$ cat src/rtl/load_unit_ctrl.sv
`default_nettype none
// ============================================================================
// Module   : load_unit_ctrl
// Purpose  : Runs one decoded load (LB/LH/LW/LBU/LHU) at a time. It computes
//            the effective address and checks it, makes a req/gnt read on
//            the data-memory port and waits for the response. It then
//            extracts and extends the addressed byte or halfword and sends a
//            one-cycle register-file writeback or a one-cycle error strobe.
// Ports    : clk, rst_n                    clock, sync active-low reset
//            ld_valid/ld_ready             load handshake from the decoder
//            ld_control, rs1_data, imm, rd load type, base, offset, dest reg
//            mem_req/mem_addr/mem_gnt      read request channel
//            mem_rvalid/mem_rdata          read response channel
//            wb_valid/wb_rd/wb_data        register-file writeback
//            ld_err/ld_err_cause           error strobe and sticky cause
//            busy                          controller is not idle
// Revision : 1.0 - initial release
// ============================================================================
module load_unit_ctrl #(
   parameter int XLEN           = 32,
   parameter int TIMEOUT_CYCLES = 16
) (
   input  logic            clk,
   input  logic            rst_n,
   input  logic            ld_valid,
   output logic            ld_ready,
   input  logic [2:0]      ld_control,
   input  logic [XLEN-1:0] rs1_data,
   input  logic [11:0]     imm,
   input  logic [4:0]      rd,
   output logic            mem_req,
   output logic [XLEN-1:0] mem_addr,
   input  logic            mem_gnt,
   input  logic            mem_rvalid,
   input  logic [XLEN-1:0] mem_rdata,
   output logic            wb_valid,
   output logic [4:0]      wb_rd,
   output logic [XLEN-1:0] wb_data,
   output logic            ld_err,
   output logic [1:0]      ld_err_cause,
   output logic            busy
);

   // Load-control codes shared with the decoder; 3'b110/3'b111 are unmapped.
   localparam logic [2:0] LD_NOP = 3'b000;
   localparam logic [2:0] LB     = 3'b001;
   localparam logic [2:0] LH     = 3'b010;
   localparam logic [2:0] LW     = 3'b011;
   localparam logic [2:0] LBU    = 3'b100;
   localparam logic [2:0] LHU    = 3'b101;

   localparam logic [1:0] CAUSE_MISALIGN = 2'b01;
   localparam logic [1:0] CAUSE_ILLEGAL  = 2'b10;
   localparam logic [1:0] CAUSE_TIMEOUT  = 2'b11;

   // The last cycle that may still accept a response before the timeout fires.
   localparam logic [7:0] C_TO_LAST = 8'(TIMEOUT_CYCLES - 1);

   typedef enum logic [2:0] {
      S_IDLE = 3'd0,
      S_REQ  = 3'd1,
      S_WAIT = 3'd2,
      S_WB   = 3'd3,
      S_ERR  = 3'd4
   } state_t;

   state_t            r_state;
   state_t            w_next;
   logic [XLEN-1:0]   r_addr;
   logic [2:0]        r_type;
   logic [4:0]        r_rd;
   logic [7:0]        r_cnt;
   logic [4:0]        r_wb_rd;
   logic [XLEN-1:0]   r_wb_data;
   logic [1:0]        r_cause;

   logic [XLEN-1:0]   w_eff;
   logic              w_type_ok;
   logic              w_misalign;
   logic              w_accept;
   logic              w_in_flight;
   logic              w_timeout;
   logic              w_capture;
   logic [XLEN-1:0]   w_byte_sh;
   logic [XLEN-1:0]   w_half_sh;
   logic [XLEN-1:0]   w_extract;

   assign w_eff = rs1_data + {{(XLEN-12){imm[11]}}, imm};

   always_comb begin
      w_type_ok = 1'b0;
      case (ld_control)
         LB, LH, LW, LBU, LHU: w_type_ok = 1'b1;
         default:             w_type_ok = 1'b0;
      endcase
   end

   assign w_misalign = (((ld_control == LH) || (ld_control == LHU)) && w_eff[0]) ||
                       ((ld_control == LW) && (w_eff[1:0] != 2'b00));

   assign w_accept    = (r_state == S_IDLE) && ld_valid;
   assign w_in_flight = (r_state == S_REQ) || (r_state == S_WAIT);
   assign w_timeout   = (r_cnt == C_TO_LAST);
   // A response in REQ only counts when it arrives together with the grant.
   assign w_capture   = ((r_state == S_REQ) && mem_gnt && mem_rvalid) ||
                        ((r_state == S_WAIT) && mem_rvalid);

   // Little-endian lane select: shift the addressed lane down to bit 0.
   assign w_byte_sh = mem_rdata >> {r_addr[1:0], 3'b000};
   assign w_half_sh = mem_rdata >> {r_addr[1], 4'b0000};

   always_comb begin
      w_extract = mem_rdata;
      case (r_type)
         LB:      w_extract = {{(XLEN-8){w_byte_sh[7]}}, w_byte_sh[7:0]};
         LBU:     w_extract = {{(XLEN-8){1'b0}}, w_byte_sh[7:0]};
         LH:      w_extract = {{(XLEN-16){w_half_sh[15]}}, w_half_sh[15:0]};
         LHU:     w_extract = {{(XLEN-16){1'b0}}, w_half_sh[15:0]};
         default: w_extract = mem_rdata;
      endcase
   end

   // Next-state logic. A response wins over a timeout that lands in the same cycle.
   always_comb begin
      w_next = r_state;
      case (r_state)
         S_IDLE: begin
            if (ld_valid) begin
               if (!w_type_ok || w_misalign) w_next = S_ERR;
               else                          w_next = S_REQ;
            end
         end
         S_REQ: begin
            if (mem_gnt && mem_rvalid) w_next = S_WB;
            else if (w_timeout)        w_next = S_ERR;
            else if (mem_gnt)          w_next = S_WAIT;
         end
         S_WAIT: begin
            if (mem_rvalid)     w_next = S_WB;
            else if (w_timeout) w_next = S_ERR;
         end
         S_WB:    w_next = S_IDLE;
         S_ERR:   w_next = S_IDLE;
         default: w_next = S_IDLE;
      endcase
   end

   always_ff @(posedge clk) begin
      if (!rst_n) begin
         r_state   <= S_IDLE;
         r_addr    <= '0;
         r_type    <= LD_NOP;
         r_rd      <= '0;
         r_cnt     <= '0;
         r_wb_rd   <= '0;
         r_wb_data <= '0;
         r_cause   <= '0;
      end else begin
         r_state <= w_next;
         if (w_accept) begin
            r_addr <= w_eff;
            r_type <= ld_control;
            r_rd   <= rd;
            r_cnt  <= '0;
            if (!w_type_ok)      r_cause <= CAUSE_ILLEGAL;
            else if (w_misalign) r_cause <= CAUSE_MISALIGN;
         end
         if (w_in_flight) begin
            r_cnt <= r_cnt + 8'd1;
            if (w_next == S_ERR) r_cause <= CAUSE_TIMEOUT;
         end
         // Writes to x0 leave the writeback registers untouched.
         if (w_capture && (r_rd != 5'd0)) begin
            r_wb_rd   <= r_rd;
            r_wb_data <= w_extract;
         end
      end
   end

   assign ld_ready     = (r_state == S_IDLE);
   assign busy         = (r_state != S_IDLE);
   assign mem_req      = (r_state == S_REQ);
   assign mem_addr     = {r_addr[XLEN-1:2], 2'b00};
   assign wb_valid     = (r_state == S_WB) && (r_rd != 5'd0);
   assign wb_rd        = r_wb_rd;
   assign wb_data      = r_wb_data;
   assign ld_err       = (r_state == S_ERR);
   assign ld_err_cause = r_cause;

endmodule
`default_nettype wire

$ cat config.mk
export PLATFORM = sky130hd
export DESIGN_NAME = load_unit_ctrl
export DESIGN_NICKNAME = d
export VERILOG_FILES = /design/src/rtl/load_unit_ctrl.sv
export SDC_FILE = /design/constraint.sdc
export NUM_CORES = 1
export LEC_CHECK = 0
export BUFFER_PORTS_ARGS = -buffer_cell sky130_fd_sc_hd__buf_2
export CORE_MARGIN = 1
export CORE_UTILIZATION = 54
export DETAILED_ROUTE_END_ITERATION = 7
export PLACE_DENSITY = 0.9
export SETUP_SLACK_MARGIN = 0.4
export SYNTH_ARGS = -nofsm -noshare
export SYNTH_HDL_FRONTEND = slang
export SYNTH_SLANG_ARGS = --single-unit
$ cat constraint.sdc
create_clock -name clk -period 3.17 [get_ports clk]
set_clock_uncertainty 0.15 [all_clocks]
set_input_delay 0.1585 -clock clk [delete_from_list [all_inputs] [get_ports clk]]
set_output_delay 0.1585 -clock clk [all_outputs]
set_load 0.01 [all_outputs]
[Word level (Yosys, flattened, before mapping)]
Cells that the tools add are included.
Widths: inputs -> output; s select.
Operators by class
  add/subtract/negate cells: 2
  eq/ne operators: 15
  shift-type cells: 2
  multiplexer cells: 17
  reduce and logical (&&, ||, !) cells: 21
Operators with widths (count)
  $pmux 32 s4: 1
  $add 32x32->32: 1
  $shr 32x5->16: 1
  $shr 32x5->8: 1
  $mux 3: 7
  $eq 3x3->1 const B: 6
  $mux 8: 2
  $eq 3x2->1 const B: 5
  $mux 2: 5
  $eq 3x1->1 const B: 3
  $logic_and 1x1->1: 9
  $pmux 3 s3: 1
  $add 8x1->8 const B: 1
  $eq 8x4->1 const B: 1
  $logic_or 1x1->1: 5
  $reduce_bool 5->1: 1
  $reduce_or 5->1: 1
  $reduce_bool 2->1: 2
  $logic_not 3->1: 1
  $reduce_bool 3->1: 1
  $logic_not 1->1: 1
  $mux 1: 1
Storage, ports and cells
  register bits: 90
  output and inout bits: 76

[Logic depth before layout (Yosys ltp)]
Gate-level depths: netlist of the first run.
  depth after elaboration: 11
  depth in mapped cells: 10
  gate-level depth less buffers: 10

[Worst setup path after synthesis of the first run]
OpenSTA, ideal clock, no wires.
  kind: input -> register
  start point: input port rs1_data[0]
  end point: register r_addr[30]
  arrival time: 2.270 ns
  slack: 0.633 ns
  stages: 10
  cell sequence: ha_1 -> inv_1 -> fa_1 -> nor2b_1 -> o2111ai_1 -> a21o_1 -> a2111oi_0 -> o21ai_0 -> a21o_1 -> a32o_1
On the way
  cells in the longest elaborated chain, start to end: 1
Ends and longest elaborated chain
  from (decl): RTL line 28  | input logic [XLEN-1:0] rs1_data,
  $add 32x32->32: RTL line 88  | assign w_eff = rs1_data + {{(XLEN-12){imm[11]}}, imm};
  to (signal assigned): RTL line 161  | r_addr <= w_eff;
  to (decl): RTL line 69  | logic [XLEN-1:0] r_addr;
No other way between the ends.
A chain may end at the register's enable or synchronous reset.

[Worst setup path in the final report of the first run]
Ends and elaborated chain as after synthesis.

==> results of run 1 <==
[power by group through the flow]
stage,sequential [mW],clock [mW],combinational (mW)
after detailed placement,1.30,0,0.948
after global placement,1.30,0,0.932
after floorplan,1.29,0,0.707
after global routing,1.29,0.854,1.11
final,1.28,0.796,1.02
after CTS,1.28,0.806,0.993
[metal layers]
layer / up-vias / routed length, um / GRT usage, %
li1: 3211 / - / -
met1: 3044 / 7159 / 36.17
met2: 340 / 8352 / 49.54
met3: 68 / 1482 / 7.627
met4: 0 / 715 / 14.38
met5: - / 0 / 0
[cell usage after synthesis (7+ instances only)]
cell type and number:
a21o_1 22, o221ai_1 8, nand2_1 117, inv_1 9, and3_1 10, buf_4 32
a31oi_1 7, xnor2_1 7, nor3_1 17, dfxtp_1 90, nand4_1 7, o31a_1 7
nor2_1 57, a222oi_1 8, nand3_1 25, a22o_1 7, clkbuf_1 37, a21oi_1 113
xor2_1 9, ha_1 32, o21ai_0 71
[area by class of cell]
type	instances	area, um^2
Sequential cell	90	1802
Multi-Input combinational cell	628	3766
Tap cell	140	175.2
Fill cell	880	3536
Inverter	10	37.54
Timing Repair Buffer	218	1329
Clock inverter	7	71.32
Clock buffer	9	123.9
[through the flow]
| stage | power [mW] | setup WS (ns) |
|---|---|---|
| 5_1_grt | 3.257 | 0.4169 |
| 6_report | 3.092 | 0.5819 |
| 4_1_cts | 3.076 | 0.5646 |
| 3_5_place_dp | 2.250 | 0.2184 |
| 2_1_floorplan | 1.995 | 0.6329 |
| 3_3_place_gp | 2.233 | 0.2863 |
[critical path: cells and delay by family]
family          cells  cell delay (ns)
buf+inv             3             0.36
compound gates      6             1.45
fa+ha+maj           2             0.58
simple gates        1             0.16
[kinds of logic (layout without fill, tap and decap cells)]
group	after synthesis	after routing	synth area share [%]
flops	90	90	29.96
fa+ha+maj	33	33	6.991
compound gates	293	293	30.17
buf+inv	88	244	7.615
mux	5	5	0.8739
simple gates	279	279	21.99
other cells	1	2	0.06236
xor+xnor	16	16	2.331
[sequential cells by signal (all words and copies together), names as in the netlist]
| name | count |
|---|---|
| r_rd | 5 |
| r_cnt | 8 |
| wb_rd | 5 |
| r_addr | 32 |
| r_state | 3 |
| ld_err_cause | 2 |
| wb_data | 32 |
| r_type | 3 |
[cell usage in the layout, fill, tap and decap left out, drive strengths merged, types with 4 or more instances in the layout]
cell and instances:
clkbuf 10, nor3b 4, ha 32, nor2 57
dlygate4sd3 38, xnor2 7, and2 6, buf 179
o21ai 74, a211oi 6, nand2 117, nor2b 6
a21oi 113, a222oi 8, xor2 9, or4 4
inv 12, and3 10, o211ai 7, o31a 7
o221ai 8, a22o 7, a31oi 7, o21a 6
a21o 23, nand3 25, nor3 17, dfxtp 90
nand2b 6, nand4 8
[path summary, 6_finish.rpt]
kind	startpoint	to	slack, ns	depth (start not counted)
worst max-delay path	rs1_data[0]	r_addr[30]$_SDFFE_PN0P_	0.58	12
worst max register to register	r_state[1]$_SDFF_PN0_	wb_data[21]$_SDFFE_PN0P_	0.61	9
worst min register to register	r_addr[6]$_SDFFE_PN0P_	r_addr[6]$_SDFFE_PN0P_	0.30	2
worst min-delay path	mem_rdata[11]	wb_data[11]$_SDFFE_PN0P_	0.02	3
[repair_timing]
item                                    4_1_cts  5_1_grt
endpoints found under the setup margin        0        1
gates resized for setup                       0        2
hold endpoints to repair                     37        0
hold buffers                                 38        0
==> impl_metrics.ini, run 1 <==
[status]
outcome = finished with violations
violations = DRC

[timing]
fmax_mhz = 386.4
tns_ns = 0
setup_violations = 0
tightest_slew_ns = 0.9630
period_needed_ns = 2.588
fin_crit_sh_pct = 81.64
slew_violations = 0
finalHoldViolCount = 0
relSlewSlack_pct = 34.78
hold_ws_ns = 0.01528
rsz0062_at_grt = false

[final_layout]
drive_gt1_share_pct = 21.83
diodes = 0
final_cells = 1102
fin_area_um2 = 7305
area_growth_pct = 21.47
final_util_pct = 67.38
nets = 1079

[power]
seq_power_share_pct = 41.4
powerDensity_nw_per_um2 = 423.3
power_switching_mw = 1.149
pwr-share-clk_pct = 25.7
swShare_pct = 37.18
leakage_nw = 3.295
p_comb_share_pct = 32.9
p_int_mw = 1.943
ir_drop_v = 0.0003528

[clocking]
cts_buffers = 9
cts_setup_buffers = 0
clk_latency_ns = 0.38
cts_buffer_depth = 2
clkSlewWorstSetupHoldPaths_ns = 0.11
htreeDepth = 3
clock-sinks = 90
cts_tree = done
cts_root_buf = clkbuf_8

[routing]
viasPerCell = 6.046
dr.pass1.iters = 8
drc = 4
vias = 6663
routedWlPerCell_um = 16.07
ant_nets = 0
finalWirelength_um = 17710
drt-initial-drc-count = 705

[yosys]
ys_ff_latch = 90
synthCells = 805
syn_area_um2 = 6013
yosysWarnings = 0
synth-edff-count = 0
syn_avg_cell_area_um2 = 7.470
synth_top_cell_by_area = dfxtp_1
ys_seq_area_share_pct = 29.96
ys_top_cells_by_area = dfxtp_1, a21oi_1, nand2_1
yosys.area.top_type_share_pct = 29.96
yosysUniqueCellTypes = 70
synth-async-reset-ratio_pct = 0
synth-main-ff-cell = dfxtp_1

[place]
routabilityCongestion = 0.9514
port_buffers = 162
dp.cells = 1048
place_area_um2 = 6725
hpwl_um = 12150

[job]
maxCapViolations = 0

[critical_path]
cp_cell_sequence = buf_2 -> ha_1 -> inv_1 -> fa_1 -> nor2b_1 -> o2111ai_1 -> a21o_1 -> a2111oi_0 -> buf_4 -> o21ai_0 -> a21o_1 -> a32o_1
path_class = input pin to register
crit_slowest_cell = a2111oi_0
crit_top_cell = a21o_1
worstPathRequired_ns = 3.30
cp-end-kind = register
crit_fanout = 4
cp.arrival_ns = 2.71
start_kind = input pin
cpPeakStageDelay_ns = 0.53

[grt]
grt_pass1_vias = 6019
grt_pass1_wl_um = 27850
grt_max_degree = 46
grt-ovfl-total = 0
grt_util_all_layers_pct = 29.98
antenna_found_initial = 0

[floorplan]
rows = 38
initial_utilization_pct = 55.47
fp.coreArea_um2 = 10840
die_h_um = 107.5
num_io_pins = 165
die_area_um2 = 11560
die_w_um = 107.5

[worst_hold_path]
min-delay-path-class = input pin to register
Note: power is estimated with default switching activity, not from simulation.
==> run 2: changes to the inputs <==
- ABC_AREA: default -> 1
- CORE_UTILIZATION: 54 -> 55
- clock period: 3.17 -> 2.4 ns (I/O delays scaled with it)
==> run 2 against run 1 <==
The flow finishes with violations (hold timing). Highest routed layer unchanged. Clock power grew 80%. Non-clock buffer count shrank 8. Worst setup slack lost 0.15 ns. Clock-buffer cell count is the same. Design area grew 14%. Combinational power grew 51%. Largest power group unchanged. Synthesized cell count grew 39%. Register-to-register slack lost 0.18 ns. Critical path depth shrank 3. Hold slack lost 0.021 ns. Via count grew 16%. Power grew 51%.
==> impl_metrics.ini, run 2 <==
[final_layout]
area_growth_pct = 21.19
regArea_um2 = 1807
final_util_pct = 68.82
final_cell_mix = nand2_1, inv_1, buf_2, nor2_1, dfxtp_1
diodes = 0
multiInputGateArea_um2 = 3934
nets = 1401
fillCellCount = 1036
layout_commonest_cell = nand2_1
drive_gt1_share_pct = 18.07

[routing]
dr.pass1.iters = 7
vias = 7706
drc = 0
drt-initial-drc-count = 789
finalWirelength_um = 20730
viasPerCell = 5.307
routedWlPerCell_um = 14.28
ant_nets = 0

[grt]
grt_pass1_wl_um = 32480
grt_max_degree = 66
grt-ovfl-total = 0
grt_pass1_vias = 7131
grt_util_all_layers_pct = 31.57
use_met1_pct = 35.65
antenna_found_initial = 0
use_met3_pct = 7.226
top_usage_layer = met2
grt.met2_usage_pct = 55.69

[yosys]
synth_fa_ha_area_share_pct = 6.138
synth_top_cell_by_area = dfxtp_1
synth_xor_area_share_pct = 1.535
synth-compound-area-share_pct = 17.34
syn_avg_cell_area_um2 = 6.115
muxShareOfSynthArea_pct = 0
yosys.area.top_type_share_pct = 26.31
ys_seq_area_share_pct = 26.31
synth_top_family_by_area = simple AND/OR/NAND/NOR gates
netlist_top_cells_count = nand2_1, inv_1, nor2_1, dfxtp_1, o21ai_0
synth-async-reset-ratio_pct = 0
synth-main-ff-cell = dfxtp_1
synthCells = 1120
synthSimpleGateAreaFrac_pct = 31.60
yosys.cell_count.top_type = nand2_1
syn_area_um2 = 6849
yosysWarnings = 0
ys_ff_latch = 90
synth-edff-count = 0
yosysUniqueCellTypes = 47
ys_top_cells_by_area = dfxtp_1, nand2_1, inv_1

[clocking]
clk_latency_ns = 0.36
cts_root_buf = clkbuf_16
clkSlewWorstSetupHoldPaths_ns = 0.08
clock-sinks = 90
cts_buffers = 9
cts_tree = done
htreeDepth = 3
cts_buffer_depth = 2

[timing]
finalHoldViolCount = 1
tightest_slew_ns = 0.5033
period_needed_ns = 1.966
fin_crit_sh_pct = 81.93
relSlewSlack_pct = 66.16
slew_violations = 0
hold_ws_ns = -0.005453
fmax_mhz = 508.6
rsz0062_at_grt = true
setup_violations = 0
tns_ns = 0

[floorplan]
num_io_pins = 165
die_area_um2 = 12900
fp.coreArea_um2 = 12060
die_h_um = 113.6
die_w_um = 113.6
rows = 40
initial_utilization_pct = 56.78

[critical_path]
worstPathRequired_ns = 2.54
critical-path-top-delay-family = simple AND/OR/NAND/NOR gates
cp_cell_sequence = inv_2 -> nor3_4 -> a21oi_2 -> nor2_4 -> nand2_8 -> inv_4 -> buf_12 -> o21ai_0 -> a21oi_1
reg2reg_depth = 9
reg2reg_to = wb_rd[0]$_SDFFE_PN0P_
crit_fanout = 22
cp.arrival_ns = 2.10
critPathBufInv = 3
start_kind = register
crit_slowest_cell = dfxtp_4
rrSetupSlack_ns = 0.43
cp-end-kind = register
cpPeakStageDelay_ns = 0.39
worstReg2RegStart = r_state[0]$_SDFF_PN0_
path_class = register to register

[power]
leakage_nw = 4.635
powerDensity_nw_per_um2 = 560.7
power_switching_mw = 1.750
ir_drop_v = 0.0003022
pwr-share-clk_pct = 30.8
p_comb_share_pct = 33.0
swShare_pct = 37.59
seq_power_share_pct = 36.2
p_int_mw = 2.905

[worst_hold_path]
min-delay-start = mem_rdata[13]
hold_depth = 5
hold_end = wb_data[13]$_SDFFE_PN0P_
min-delay-path-class = input pin to register

[status]
outcome = finished with violations
violations = hold timing

[place]
port_buffers = 162
routabilityCongestion = 0.9315
hpwl_um = 14120

[job]
maxCapViolations = 0
[run 2: cell count changes in the layout (fill, tap and decap cells not counted), sizes merged, moves of 16 or more]
cell / before / now
a21o: 23 / 1
a21oi: 113 / 73
inv: 12 / 200
nand2: 117 / 328
nand3: 25 / 65
nor2: 57 / 97
o21bai: 2 / 18
[run 2: logic make-up (layout without fill, tap and decap cells)]
family	count (synthesis)	count (layout)
flops	90	90
other cells	1	2
xor+xnor	12	12
compound gates	205	205
buf+inv	259	422
fa+ha+maj	33	33
simple gates	520	520
[run 2: worst max path at each step]
| stage | start | endpoint | slack (ns) | cells past startpoint |
|---|---|---|---|---|
| after floorplan | rs1_data[0] | r_addr[28]$_SDFFE_PN0P_ | 0.64 | 13 |
| after global placement | rs1_data[0] | r_addr[16]$_SDFFE_PN0P_ | 0.12 | 14 |
| after detailed placement | rs1_data[0] | r_addr[16]$_SDFFE_PN0P_ | 0.11 | 14 |
| after CTS | r_type[1]$_SDFFE_PN0P_ | wb_data[0]$_SDFFE_PN0P_ | 0.41 | 9 |
| after global routing | r_rd[3]$_SDFFE_PN0P_ | wb_rd[0]$_SDFFE_PN0P_ | 0.32 | 7 |
| final | r_state[0]$_SDFF_PN0_ | wb_rd[0]$_SDFFE_PN0P_ | 0.43 | 9 |
[run 2: power by group through the flow]
stage / clock (mW) / sequential (mW) / combinational [mW]
finish: 1.43 / 1.68 / 1.54
global route: 1.50 / 1.70 / 1.70
CTS: 1.44 / 1.68 / 1.45
detailed placement: 0 / 1.71 / 1.40
global placement: 0 / 1.71 / 1.38
floorplan: 0 / 1.71 / 1.06
[run 2: worst min-delay path, stage by stage]
cell,delay (ns)
buf_2,0.09
nand2_1,0.05
nand3_1,0.07
nor2_1,0.04
nor2_1,0.08
[run 2: what timing repair did]
| item | CTS | global route |
|---|---|---|
| endpoints found under the hold margin | 32 | 0 |
| resized for setup | 2 | 17 |
| cloned | 0 | 1 |
| pin swaps | 0 | 3 |
| hold buffers | 32 | 0 |
| endpoints found under the setup margin | 19 | 41 |
| setup buffers | 0 | 7 |
[run 2: cell type report]
cell class / count / area share (%)
multi-input cells: 772 / 47.39
flip-flops and latches: 90 / 21.77
repair buffers: 210 / 15.77
inverters: 196 / 8.984
clock buffers: 9 / 2.713
well taps: 168 / 2.532
clock inverters: 7 / 0.8441
[run 2: metal layers]
metal,wire (um),share of wire [%]
met5,0,0
met4,887,4.3
met3,1581,7.6
met2,9948,48
met1,8311,40
[run 2: through the flow]
| step | std cells | hold WS (ns) | total power, mW | area, um^2 | worst slack (ns) |
|---|---|---|---|---|---|
| 2_1_floorplan | 1121 | 0.1049 | 2.764 | 6853 | 0.6407 |
| 3_3_place_gp | 1396 | 0.2142 | 3.090 | 7540 | 0.1203 |
| 3_5_place_dp | 1396 | 0.2148 | 3.110 | 7540 | 0.1105 |
| 4_1_cts | 1444 | 0.0002127 | 4.568 | 8162 | 0.4058 |
| 5_1_grt | 1452 | 0.006284 | 4.898 | 8300 | 0.3157 |
| 6_report | 1452 | -0.005453 | 4.654 | 8300 | 0.4338 |
